[src/rtl/ppu_pkg.sv]
// Shared types and constants for the PPU output packer and its word FIFO.
package ppu_pkg;

   localparam int BYTES_PER_WORD = 4;
   localparam int LANE_W         = $clog2(BYTES_PER_WORD);
   localparam int DEF_CNT_W      = 16;
   localparam int DEF_ADDR_W     = 32;

   typedef enum logic [1:0] {
      ST_IDLE  = 2'd0,
      ST_PACK  = 2'd1,
      ST_FLUSH = 2'd2,
      ST_DONE  = 2'd3
   } ppu_state_e;

endpackage

[src/rtl/ppu_out_packer_if.sv]
// Job control, PPU byte stream and GLB word-write port of the output packer.
interface ppu_out_packer_if
   import ppu_pkg::*;
#(
   parameter int ADDR_W = DEF_ADDR_W,
   parameter int CNT_W  = DEF_CNT_W
) ();

   // Both streams use strict valid/ready: a transfer happens on a rising edge
   // where valid (in_valid / glb_we) and ready (in_ready / glb_ready) are both
   // high; a producer holding valid keeps its payload stable until it transfers.
   logic              start;
   logic [ADDR_W-1:0] base_addr;
   logic [CNT_W-1:0]  byte_count;
   logic              in_valid;
   logic [7:0]        in_data;
   logic              in_ready;
   logic              glb_we;
   logic [ADDR_W-1:0] glb_addr;
   logic [31:0]       glb_wdata;
   logic              glb_ready;
   logic              busy;
   logic              done;

   modport slave (
      input  start, base_addr, byte_count, in_valid, in_data, glb_ready,
      output in_ready, glb_we, glb_addr, glb_wdata, busy, done
   );

   modport master (
      output start, base_addr, byte_count, in_valid, in_data, glb_ready,
      input  in_ready, glb_we, glb_addr, glb_wdata, busy, done
   );

endinterface

[src/rtl/ppu_word_fifo.sv]
// Synchronous word FIFO; pointers carry an extra wrap bit to tell full from empty.
module ppu_word_fifo #(
   parameter int DEPTH = 2,
   parameter int W     = 32
) (
   input  logic         clk,
   input  logic         rst,
   input  logic         push,
   input  logic [W-1:0] wdata,
   input  logic         pop,
   output logic         full,
   output logic         empty,
   output logic [W-1:0] head
);

   localparam int PTR_W = $clog2(DEPTH);

   logic [W-1:0]   mem [DEPTH];
   logic [PTR_W:0] wr_ptr;
   logic [PTR_W:0] rd_ptr;
   logic           do_push;
   logic           do_pop;

   assign empty   = (wr_ptr == rd_ptr);
   assign full    = (wr_ptr[PTR_W] != rd_ptr[PTR_W]) &&
                    (wr_ptr[PTR_W-1:0] == rd_ptr[PTR_W-1:0]);
   assign do_push = push && !full;
   assign do_pop  = pop && !empty;
   assign head    = mem[rd_ptr[PTR_W-1:0]];

   always_ff @(posedge clk) begin
      if (rst) begin
         wr_ptr <= '0;
         rd_ptr <= '0;
      end else begin
         if (do_push) wr_ptr <= wr_ptr + 1'b1;
         if (do_pop)  rd_ptr <= rd_ptr + 1'b1;
      end
   end

   // Storage needs no reset: the pointers alone decide what is visible.
   always_ff @(posedge clk) begin
      if (do_push) mem[wr_ptr[PTR_W-1:0]] <= wdata;
   end

endmodule

[src/rtl/ppu_out_packer.sv]
// Packs PPU int8 results little-endian into 32-bit words and writes them to the GLB.
module ppu_out_packer
   import ppu_pkg::*;
#(
   parameter int ADDR_W     = DEF_ADDR_W,
   parameter int CNT_W      = DEF_CNT_W,
   parameter int FIFO_DEPTH = 2
) (
   input  logic            clk,
   input  logic            rst,
   ppu_out_packer_if.slave bus,
   output ppu_state_e      state_dbg
);

   ppu_state_e        state;
   logic [ADDR_W-1:0] cfg_base;
   logic [CNT_W-1:0]  cfg_count;
   logic [CNT_W-1:0]  byte_cnt;
   logic [ADDR_W-1:0] word_idx;
   logic [31:0]       pack_q;
   logic [31:0]       pack_word;
   logic              busy_q;
   logic              done_q;

   logic              fifo_full;
   logic              fifo_empty;
   logic [31:0]       fifo_head;

   logic [LANE_W-1:0] lane;
   logic              in_ready_w;
   logic              accept;
   logic              last_byte;
   logic              push;
   logic              pop;

   assign lane       = byte_cnt[LANE_W-1:0];
   assign in_ready_w = (state == ST_PACK) && !fifo_full;
   assign accept     = bus.in_valid && in_ready_w;
   assign last_byte  = (byte_cnt == cfg_count - CNT_W'(1));
   assign push       = accept && ((lane == LANE_W'(BYTES_PER_WORD - 1)) || last_byte);
   assign pop        = !fifo_empty && bus.glb_ready;

   // Word being assembled, with the incoming byte dropped into its lane;
   // lanes above it are still zero from the previous clear.
   always_comb begin
      pack_word = pack_q;
      pack_word[{lane, 3'b000} +: 8] = bus.in_data;
   end

   always_ff @(posedge clk) begin
      if (rst) begin
         state     <= ST_IDLE;
         cfg_base  <= '0;
         cfg_count <= '0;
         byte_cnt  <= '0;
         word_idx  <= '0;
         pack_q    <= '0;
         busy_q    <= 1'b0;
         done_q    <= 1'b0;
      end else begin
         if (pop) word_idx <= word_idx + ADDR_W'(1);

         case (state)
            ST_IDLE: begin
               if (bus.start) begin
                  cfg_base  <= bus.base_addr;
                  cfg_count <= bus.byte_count;
                  byte_cnt  <= '0;
                  word_idx  <= '0;
                  pack_q    <= '0;
                  busy_q    <= 1'b1;
                  if (bus.byte_count == '0) begin
                     state  <= ST_DONE;
                     done_q <= 1'b1;
                  end else begin
                     state  <= ST_PACK;
                  end
               end
            end

            ST_PACK: begin
               if (accept) begin
                  byte_cnt <= byte_cnt + CNT_W'(1);
                  pack_q   <= push ? 32'h0 : pack_word;
                  if (last_byte) state <= ST_FLUSH;
               end
            end

            // Wait for every buffered word to be committed before signalling done.
            ST_FLUSH: begin
               if (fifo_empty) begin
                  state  <= ST_DONE;
                  done_q <= 1'b1;
               end
            end

            ST_DONE: begin
               state  <= ST_IDLE;
               done_q <= 1'b0;
               busy_q <= 1'b0;
            end

            default: state <= ST_IDLE;
         endcase
      end
   end

   ppu_word_fifo #(
      .DEPTH (FIFO_DEPTH),
      .W     (32)
   ) u_fifo (
      .clk   (clk),
      .rst   (rst),
      .push  (push),
      .wdata (pack_word),
      .pop   (pop),
      .full  (fifo_full),
      .empty (fifo_empty),
      .head  (fifo_head)
   );

   assign bus.in_ready  = in_ready_w;
   assign bus.glb_we    = !fifo_empty;
   assign bus.glb_addr  = cfg_base + word_idx;
   assign bus.glb_wdata = fifo_empty ? 32'h0 : fifo_head;
   assign bus.busy      = busy_q;
   assign bus.done      = done_q;
   assign state_dbg     = state;

endmodule

[src/flat_wrapper.sv]
// flat-port wrapper written by rule: the top's interface ports become plain ports
module ppu_out_packer_flat import ppu_pkg::*;
#(
   parameter int ADDR_W     = DEF_ADDR_W,
   parameter int CNT_W      = DEF_CNT_W,
   parameter int FIFO_DEPTH = 2
)
  (clk, rst, state_dbg, bus_start, bus_base_addr, bus_byte_count, bus_in_valid, bus_in_data, bus_glb_ready, bus_in_ready, bus_glb_we, bus_glb_addr, bus_glb_wdata, bus_busy, bus_done);
  ppu_out_packer_if #(.ADDR_W(ADDR_W), .CNT_W(CNT_W)) bus_i ();
  input  logic clk;
  input  logic rst;
  output ppu_state_e state_dbg;
  input wire logic [$bits(bus_i.start)-1:0] bus_start;
  input wire logic [$bits(bus_i.base_addr)-1:0] bus_base_addr;
  input wire logic [$bits(bus_i.byte_count)-1:0] bus_byte_count;
  input wire logic [$bits(bus_i.in_valid)-1:0] bus_in_valid;
  input wire logic [$bits(bus_i.in_data)-1:0] bus_in_data;
  input wire logic [$bits(bus_i.glb_ready)-1:0] bus_glb_ready;
  output wire logic [$bits(bus_i.in_ready)-1:0] bus_in_ready;
  output wire logic [$bits(bus_i.glb_we)-1:0] bus_glb_we;
  output wire logic [$bits(bus_i.glb_addr)-1:0] bus_glb_addr;
  output wire logic [$bits(bus_i.glb_wdata)-1:0] bus_glb_wdata;
  output wire logic [$bits(bus_i.busy)-1:0] bus_busy;
  output wire logic [$bits(bus_i.done)-1:0] bus_done;
  assign bus_i.start = bus_start;
  assign bus_i.base_addr = bus_base_addr;
  assign bus_i.byte_count = bus_byte_count;
  assign bus_i.in_valid = bus_in_valid;
  assign bus_i.in_data = bus_in_data;
  assign bus_i.glb_ready = bus_glb_ready;
  assign bus_in_ready = bus_i.in_ready;
  assign bus_glb_we = bus_i.glb_we;
  assign bus_glb_addr = bus_i.glb_addr;
  assign bus_glb_wdata = bus_i.glb_wdata;
  assign bus_busy = bus_i.busy;
  assign bus_done = bus_i.done;
  ppu_out_packer #(.ADDR_W(ADDR_W), .CNT_W(CNT_W), .FIFO_DEPTH(FIFO_DEPTH)) u_core (.clk(clk), .rst(rst), .bus(bus_i), .state_dbg(state_dbg));
endmodule
[config.mk]
export PLATFORM = sky130hd
export DESIGN_NAME = ppu_out_packer_flat
export DESIGN_NICKNAME = d
export VERILOG_FILES = /design/src/rtl/ppu_pkg.sv /design/src/rtl/ppu_out_packer_if.sv /design/src/rtl/ppu_word_fifo.sv /design/src/rtl/ppu_out_packer.sv /design/src/flat_wrapper.sv
export SDC_FILE = /design/constraint.sdc
export NUM_CORES = 1
export LEC_CHECK = 0
export CAP_MARGIN = 0
export CORE_AREA = 4 4 144 146
export CTS_BUF_LIST = sky130_fd_sc_hd__clkbuf_16
export DETAILED_ROUTE_END_ITERATION = 8
export DIE_AREA = 0 0 148 150
export GPL_ROUTABILITY_DRIVEN = 0
export GPL_TIMING_DRIVEN = 0
export PLACE_DENSITY = 0.89
export SLEW_MARGIN = 10
export SYNTH_ARGS = -nofsm -noshare
export SYNTH_HDL_FRONTEND = slang
export SYNTH_SLANG_ARGS = --single-unit
[constraint.sdc]
create_clock -name clk -period 6.2 [get_ports clk]
set_input_delay 1.86 -clock clk [delete_from_list [all_inputs] [get_ports clk]]
set_output_delay 1.86 -clock clk [all_outputs]
set_load 0.05 [all_outputs]
==> metrics, run 1 <==
pwr/cell area 285 mW/mm^2; post-route minimum period 5950 ps; Max clock buf depth 3; busiest layer in global routing met2; Sw Pwr 0.00122 W; initial DRC count 683; peak per-stage delay on the critical path 810 ps; crit-path most repeated cell nand3_1; placed cells 1584; WP buf/inv 1; layout cell share with drive strength beyond 1 0.0391; Slew Limit Headroom 0.359; Synth area leader dfxtp_1; Initial Utilization 0.542; Mapped Area 0.0105 mm^2; via density per instance around 5.7; cell-internal power roughly 0.0024 W; syn_nets around 1300; area taken by flip-flops and latches 0.00466 mm^2; first-pass GRT wire length 43100 um; CTS Buf Count 21; CP Launch Type register; GR met2 Demand/Resource 0.399; Gate power share 0.264; antenna violations before repair 0; via count around 9200; final total power 0.00367 W; post-synthesis sequential area ratio 0.444; Slew @ Worst Pin 953 ps; Clock Sinks 201; GRT overflow 0; worst skew pair latency 500 ps; clk_skew 11.7 ps; Layout Cells excl Fill between 1500 and 2000; Die Y around 150 um; All-Layer GR Usage 0.233; H-tree Lvls 1; CTS tree built; largest net degree at the start of global routing 33; Post-Syn Instances 1188; Yosys warnings 0; Sw Ratio 0.333; fin. max-slew vios 0; n_diodes 0; Synth top area share 0.261; status finished, final reports clean; RSZ-0062 raised after global routing false; Detailed Routing Iterations Pass 1 8; final-stage net count 1447; critical path, cell by cell ha_1, and4_1, and3_1, a21bo_2, o21ai_1, o211ai_1, a41oi_1, nand3_1, nand3_1, clkdlybuf4s50_1; Crit path required time ~4300 ps; Worst VDD drop approximately 180 uV; # IOs ~130; Finished Core Util 0.663; max frequency 168 MHz; most frequent cells in the layout nand2_1, dfxtp_1, clkdlybuf4s50_1, nor2_1, a21oi_1; main area contributors after synthesis dfxtp_1, edfxtp_1, nand2_1, ha_1, nor2_1; Clk pwr share 0.331; vias in the first global route approximately 9000; crit end category primary output; Seq pwr share 0.405; footprint of the multi-input gates around 0.0054 mm^2; Mean Syn Cell Area 8.85 um^2; final setup TNS 0 ps; HPWL after DPL 19300 um; Largest delay share family, worst path compound AO/OA/AOI/OAI gates; CTS root buffer clkbuf_16; synthesized flop and latch total 201; fillers 1523; total routed wirelength 26500 um; synthesis-to-layout area growth 22.3%; standard-cell row count 51; DRC 0; Synth cell types 63; met3 usage 0.0297; Routed Antenna Nets 0; final period utilization 0.960; CTS clk-pin slew, worst paths 60 ps; critical path class register to primary output; critical path fanouts, max 6; Routed WL per cell about 16 um; Post-synth ARST share 0; MaxCap Viol Count 0; CP max stage cell clkdlybuf4s50_1; commonest non-fill, non-tap cell in the layout nand2_1; full die area ~0.022 mm^2; Post-synth EDFFs 64; hold crit path type register to register; # setup viols final 0; CP Data Arrival Time 4090 ps; die width between 100 and 150 um; GR Util met1 0.306; port bufs 130; Final Hold Violating Endpoints 0; ys flop type dfxtp_1; core area approximately 0.019 mm^2; leakage 4.93 nW
-- what timing repair did --
item,in CTS,in global routing
setup endpoints to repair,2,7
buffers inserted,0,0
hold buffers,0,0
gates resized for setup,4,6
-- logic make-up after synthesis --
group,after synthesis,synth area share
simple gates,464,0.204
compound gates,239,0.149
flops,201,0.444
buf+inv,121,0.0468
xor+xnor,83,0.0691
fa+ha+maj,44,0.0531
mux,36,0.0344
-- through the flow --
stage	hold slack, ps	instance area, um^2	worst slack, ps
2_1_floorplan	440	10500	1180
3_3_place_gp	446	12100	140
3_5_place_dp	453	12200	212
4_1_cts	462	12800	1.23
5_1_grt	481	12900	56.6
6_report	460	12900	249
-- worst register-to-register path, cell delays in order (launching register included) --
cell	delay, ps
dfxtp_1	300
clkbuf_1	300
inv_1	80
ha_1	320
xnor2_1	140
a211oi_1	220
o2111a_1	230
inv_1	80
a2111oi_4	310
nand3_1	110
and2_1	170
buf_6	140
buf_6	150
nor2_4	460
buf_16	230
-- power groups by stage --
stage	clock network [W]	registers [W]	logic (W)
floorplan	0	0.00152	0.000637
global placement	0	0.00151	0.000918
detailed placement	0	0.00151	0.000945
CTS	0.00123	0.00148	0.000959
global route	0.00128	0.00149	0.00105
finish	0.00121	0.00149	0.000970
-- path summary, 6_finish.rpt --
kind	start	endpoint	cells past startpoint	slack, ps
setup reg to reg	u_core.cfg_count[0]$_SDFFE_PP0P_	u_core.u_fifo.mem[0][7]$_DFFE_PP_	14	2660
hold reg to reg	u_core.cfg_base[0]$_SDFFE_PP0P_	u_core.cfg_base[0]$_SDFFE_PP0P_	2	460
setup / recovery	u_core.word_idx[7]$_SDFF_PP0_	bus_glb_addr[29]	10	250
hold / removal	u_core.cfg_base[0]$_SDFFE_PP0P_	u_core.cfg_base[0]$_SDFFE_PP0P_	2	460
-- cell type report --
type,count,share of cell area
multi-input combinational,866,0.418
sequential,201,0.363
timing repair buffer,131,0.104
clock buffer,21,0.0408
tap,265,0.0258
inverter,66,0.0193
buffer,55,0.0190
clock inverter,17,0.0104
-- synth_stat cells, types with 35 or more instances --
master,n
dfxtp_1,137
inv_1,66
clkbuf_1,43
o21ai_0,55
xnor2_1,51
mux2i_1,35
edfxtp_1,64
ha_1,43
nand2_1,169
nor2_1,119
nor3_1,51
a21oi_1,87
-- sequential cells by signal (all words and copies together) (netlist names), named ones only --
| signal | flops |
|---|---|
| u_core.word_idx | 32 |
| u_core.cfg_count | 16 |
| u_core.u_fifo.rd_ptr | 2 |
| u_core.pack_q | 32 |
| u_core.u_fifo.wr_ptr | 2 |
| u_core.byte_cnt | 16 |
| u_core.state_dbg | 2 |
| u_core.cfg_base | 32 |
| u_core.bus.busy | 1 |
| u_core.bus.done | 1 |
| u_core.u_fifo.mem | 64 |
-- routing by layer --
| metal | vias up | routed length, um |
|---|---|---|
| li1 | 4503 | - |
| met1 | 4276 | 11400 |
| met2 | 321 | 12700 |
| met3 | 72 | 1550 |
| met4 | 0 | 844 |
| met5 | - | 0 |
Note: power is estimated with default switching activity, not from simulation.
==> run 2, diff against run 1 <==
- SKIP_LAST_GASP: not set -> 1
==> run 2 against run 1 <==
Against the previous run:
- sequential power hardly changed
- flip-flop and latch count unchanged
- clock power barely moved
- worst hold slack is essentially flat
- register-to-register slack improved by 30 ps
- count of clock-buffer cells in the layout unchanged
- via count fell by 0.22%
- global-route usage unchanged
- first-iteration DRC count down 1.6%
- sequential share of layout area about the same
- critical path type unchanged
==> metrics, run 2 (synthesized netlist as in run 1, its figures left out) <==
status finished, final reports clean; full die area approximately 0.022 mm^2; Clock Sinks between 200 and 250; critical path fanouts, max 6; most frequent cells in the layout nand2_1, dfxtp_1, clkdlybuf4s50_1, nor2_1, a21oi_1; Worst Setup SP u_core.word_idx[0]$_SDFF_PP0_; critical path class register to primary output; standard-cell row count 51; Detailed Routing Iterations Pass 1 5; RSZ-0062 raised after global routing false; port bufs between 100 and 150; final period utilization 0.954; max frequency 169 MHz; crit end category primary output; worst skew pair latency 500 ps; worst hold path startpoint u_core.cfg_base[0]$_SDFFE_PP0P_; synthesis-to-layout area growth 22.2%; All-Layer GR Usage 0.233; die width 148 um; area taken by flip-flops and latches 0.00466 mm^2; # IOs 131; Crit path required time 4340 ps; CTS tree built; via count 9152; leakage 4.93 nW; Slew Limit Headroom 0.376; max reg flops 64; Reg2Reg Depth 14; Final Hold Violating Endpoints 0; clk_skew 12.7 ps; Max clock buf depth 3; commonest non-fill, non-tap cell in the layout nand2_1; CTS root buffer clkbuf_16; n_diodes 0; Routed WL per cell 16.3 um; Hold Path End u_core.cfg_base[0]$_SDFFE_PP0P_; GRT overflow 0; CP Launch Type register; antenna violations before repair 0; first-pass GRT wire length 43100 um; CTS clk-pin slew, worst paths 60 ps; Initial Utilization 0.542; Finished Core Util 0.663; DRC 0; H-tree Lvls 1; initial DRC count 672; via density per instance 5.64; pwr/cell area about 290 mW/mm^2; placed cells 1584; final-stage net count 1447; HPWL after DPL between 15000 and 20000 um; Hold Path Stages 2; post-route minimum period ~5900 ps; core area approximately 0.019 mm^2; hold crit path type register to register; Slew @ Worst Pin 929 ps; vias in the first global route 9001; Worst VDD drop 177 uV; fillers 1527; largest net degree at the start of global routing 33; CP Data Arrival Time 4060 ps; worst reg2reg setup slack around 2700 ps; # setup viols final 0; MaxCap Viol Count 0; Layout Cells excl Fill 1622; fin. max-slew vios 0; CTS Buf Count 21; R2R Path End u_core.u_fifo.mem[0][7]$_DFFE_PP_; layout cell share with drive strength beyond 1 0.0383; FF-to-FF Start u_core.cfg_count[0]$_SDFFE_PP0P_; total routed wirelength 26500 um; Routed Antenna Nets 0; footprint of the multi-input gates 0.00537 mm^2; Die Y 150 um
[run 2: cell count changes in the layout (fill, tap and decap cells not counted)]
| cell | before | now |
|---|---|---|
| a21boi_2 | 1 | 0 |
| a21boi_1 | 0 | 1 |
| clkbuf_2 | 0 | 1 |
| clkdlybuf4s15_2 | 1 | 0 |
[run 2: area by class of cell]
type | instances | share of cell area
timing repair buffer | 131 | 0.104
tap | 265 | 0.0258
buffer | 55 | 0.0190
inverter | 66 | 0.0193
multi-input combinational | 866 | 0.418
sequential | 201 | 0.363
clock inverter | 17 | 0.0104
clock buffer | 21 | 0.0409
[run 2: worst max path at each step]
stage,end,slack (ps)
CTS,bus_glb_addr[20],-60
global placement,u_core.u_fifo.mem[0][6]$_DFFE_PP_,140
global route,bus_glb_addr[20],60
finish,bus_glb_addr[20],280
detailed placement,bus_glb_addr[20],210
floorplan,bus_glb_addr[31],1180
[run 2: worst max-delay path, cell delays in order (launching register included)]
cell and delay (ps):
dfxtp_1 480, ha_1 240, inv_1 60, fa_1 400, nor2b_1 160, o31a_1 190
o211ai_1 150, a21boi_1 350, or2_2 220, a41oi_1 250, or4b_2 680, nand4_1 110
clkbuf_2 280
[run 2: per-stage QoR]
stage / instance area, um^2 / hold WS (ps) / setup TNS (ps) / setup WS (ps) / power (W)
floorplan: 10500 / 440 / 0 / 1180 / 0.00215
global placement: 12100 / 446 / 0 / 140 / 0.00243
detailed placement: 12200 / 453 / 0 / 212 / 0.00246
CTS: 12800 / 462 / -59.5 / -59.5 / 0.00367
global route: 12900 / 481 / 0 / 57.0 / 0.00382
finish: 12900 / 460 / 0 / 283 / 0.00367
[run 2: routing by layer]
layer | up-vias | routed length [um] | global-route usage
li1 | 4502 | - | -
met1 | 4264 | 11300 | 0.306
met2 | 320 | 12700 | 0.399
met3 | 66 | 1620 | 0.0297
met4 | 0 | 816 | 0.0804
met5 | - | 0 | 0
[run 2: where the power goes]
group / internal [W] / total [W] / switching [W] / leakage [nW]
sequential: 0.00143 / 0.00149 / 0.0000548 / 1.71
clock: 0.000701 / 0.00121 / 0.000512 / 0.333
combinational: 0.000315 / 0.000969 / 0.000655 / 2.89
[run 2: repair_timing]
action                     4_1_cts  5_1_grt
gates resized for setup          2        7
hold buffers                     0        0
setup endpoints to repair        2        7
setup buffers                    0        0
==> run 3, diff against run 2 <==
- SYNTH_HIERARCHICAL: not set -> 1
==> run 3 against run 2 <==
Against the previous run:
- worst hold slack better by 2.8 ps
- register-to-register slack worse by 700 ps
- via count is 0.57% lower
- power is 2.0% lower
- core utilization is 0.34 points higher
- first-iteration DRC count is 1.6% lower
- sequential power hardly changed
- clock skew is 2.4 ps lower
- critical endpoint is now bus_glb_addr[29]
==> metrics, run 3 <==
hold slack 463 ps; vias in the first global route around 9000; fin. max-slew vios 0; DRC 0; RSZ-0062 raised after global routing false; max frequency 166 MHz; most frequent cells in the layout nand2_1, dfxtp_1, clkdlybuf4s50_1, a21oi_1, nor2_1; Final Hold Violating Endpoints 0; core area 0.0194 mm^2; Reg2Reg Depth 14; top post-synthesis cells by count nand2_1, dfxtp_1, a21oi_1, nor2_1, edfxtp_1; placed cells between 1500 and 2000; standard-cell row count 51; critical path, cell by cell ha_1, a211oi_1, o211a_1, nor3_1, o31a_1, a221o_1, a31oi_2, nor2_1, a211oi_1, clkdlybuf4s50_1; Initial Utilization 0.542; Hold Path End u_core/cfg_base[9]$_SDFFE_PP0P_; critical path class register to primary output; critical path fanouts, max 6; Crit path required time 4340 ps; Synth cell types 65; most common cell in the synthesized netlist nand2_1; Hold Buf Count CTS 0; post-synthesis sequential area ratio 0.443; total routed wirelength 26600 um; initial DRC count 661; port bufs 130; die width around 150 um; Worst VDD drop approximately 170 uV; H-tree Lvls 1; CTS clk-pin slew, worst paths approximately 60 ps; CP Launch Type register; CTS Buf Count 21; hold crit path type register to register; first-pass GRT wire length 43200 um; CP Data Arrival Time 4150 ps; clk_skew 10.3 ps; Post-Syn Instances 1151; HPWL after DPL 19100 um; Hold Path Stages 2; crit end category primary output; CTS tree built; ys flop type dfxtp_1; Die Y around 150 um; R2R Path End u_core/u_fifo/mem[0][27]$_DFFE_PP_; Seq pwr share 0.408; Sw Pwr between 0.001 and 0.0015 W; Clock Sinks 201; Post-synth EDFFs 64; n_diodes 0; full die area 0.0222 mm^2; CP max stage cell clkdlybuf4s50_1; Synth area leader dfxtp_1; pwr/cell area 278 mW/mm^2; status finished, final reports clean; Synth top area share 0.261; Routed Antenna Nets 0; area taken by flip-flops and latches 0.00466 mm^2; max reg flops 64; Placed Area 0.0122 mm^2; cell-internal power 0.00247 W; Clk pwr share 0.358; worst hold path startpoint u_core/cfg_base[9]$_SDFFE_PP0P_; Detailed Routing Iterations Pass 1 6; MaxCap Viol Count 0; antenna violations before repair 0; Mean Syn Cell Area 9.14 um^2; All-Layer GR Usage 0.232; # setup viols final 0; Post-synth ARST share 0; CTS root buffer clkbuf_16; final period utilization 0.970; Yosys warnings 6; via density per instance 5.74; synthesized flop and latch total about 200; main area contributors after synthesis dfxtp_1, edfxtp_1, nand2_1, ha_1, a21oi_1; Sw Ratio 0.313; final-stage net count 1410; peak per-stage delay on the critical path 850 ps; largest net degree at the start of global routing 33; fillers about 1500; layout cell share with drive strength beyond 1 0.0690; # IOs 131; Mapped Area around 0.011 mm^2; Slew Limit Headroom 0.228; Routed WL per cell 16.8 um; Layout Cells excl Fill 1584; synthesis-to-layout area growth 22.8%; via count 9100; post-route minimum period 6010 ps; Gate power share 0.234; FF-to-FF Start u_core/cfg_count[0]$_SDFFE_PP0P_; commonest non-fill, non-tap cell in the layout nand2_1; Slew @ Worst Pin 1150 ps; footprint of the multi-input gates roughly 0.0054 mm^2; worst reg2reg setup slack 1990 ps; crit-path most repeated cell a211oi_1; Design Area, Final 0.0129 mm^2; worst skew pair latency 490 ps; Max clock buf depth 3; leakage ~5.0 nW; syn_nets 1256; GRT overflow 0
run 3: changes by cell type after synthesis, moves of 29 or more:
| cell | delta |
|---|---|
| nor2_1 | -39 |
| mux2_2 | +32 |
| a41o_1 | -32 |
| nor3_1 | -39 |
| nor2b_1 | +29 |
| mux2i_1 | -32 |
| a32o_1 | +32 |
run 3: kinds of logic after synthesis:
| logic type | after synthesis | synth area share |
|---|---|---|
| xor gates and xnor gates | 86 | 0.0723 |
| buffers and inverters | 115 | 0.0467 |
| and+or+nand+nor | 415 | 0.187 |
| DFF | 201 | 0.443 |
| AOI/OAI and AO/OA | 252 | 0.157 |
| adders and majority gates | 44 | 0.0530 |
| muxes | 38 | 0.0403 |
run 3: repair_timing:
| item | CTS | global route |
|---|---|---|
| endpoints found under the setup margin | 2 | 7 |
| buffers inserted | 0 | 0 |
| cloned | 0 | 0 |
| resized for setup | 1 | 4 |
run 3: final cells by class:
class | instances | area share
Inverter | 62 | 0.0180
Timing Repair Buffer | 131 | 0.103
Multi-Input combinational cell | 835 | 0.418
Sequential cell | 201 | 0.361
Clock inverter | 15 | 0.0118
Clock buffer | 22 | 0.0426
Buffer | 53 | 0.0200
Tap cell | 265 | 0.0257
run 3: worst max-delay path by stage:
stage                                   start                                 to  depth (start not counted)
2_1_floorplan  u_core/word_idx[11]$_SDFF_PP0_                   bus_glb_addr[28]                          8
3_3_place_gp                     bus_in_valid  u_core/u_fifo/mem[1][4]$_DFFE_PP_                         12
3_5_place_dp    u_core/word_idx[0]$_SDFF_PP0_                   bus_glb_addr[28]                         12
4_1_cts         u_core/word_idx[0]$_SDFF_PP0_                   bus_glb_addr[28]                         12
5_1_grt         u_core/word_idx[0]$_SDFF_PP0_                   bus_glb_addr[26]                         11
6_report        u_core/word_idx[1]$_SDFF_PP0_                   bus_glb_addr[29]                         10
run 3: power groups by stage:
stage / registers [W] / clock network (W) / logic [W]
final: 0.00147 / 0.00129 / 0.000843
after floorplan: 0.00150 / 0 / 0.000549
after global placement: 0.00149 / 0 / 0.000793
after CTS: 0.00147 / 0.00130 / 0.000832
after detailed placement: 0.00149 / 0 / 0.000816
after global routing: 0.00147 / 0.00136 / 0.000912
run 3: worst max-delay path, delay by kind of cell (launching register included):
kind | cells | cell delay [ps]
AOI/OAI and AO/OA | 6 | 1980
buffers and inverters | 1 | 850
DFF | 1 | 380
adders and majority gates | 1 | 270
and+or+nand+nor | 2 | 190
run 3: metal layers:
metal | share of wire | vias to the layer above | track usage
met5 | 0 | - | 0
met4 | 0.020 | 0 | 0.0656
met3 | 0.063 | 41 | 0.0291
met2 | 0.49 | 378 | 0.407
met1 | 0.42 | 4315 | 0.303
li1 | - | 4366 | -
run 3: through the flow:
step                      setup slack (ps)  TNS, ps   util  total power, W
after floorplan                        497        0      -         0.00204
after global routing                  34.7        0  0.666         0.00374
after global placement                -703   -22450  0.627         0.00229
final                                  189        0  0.666         0.00360
after detailed placement               394        0  0.629         0.00231
after CTS                             48.3        0  0.665         0.00360
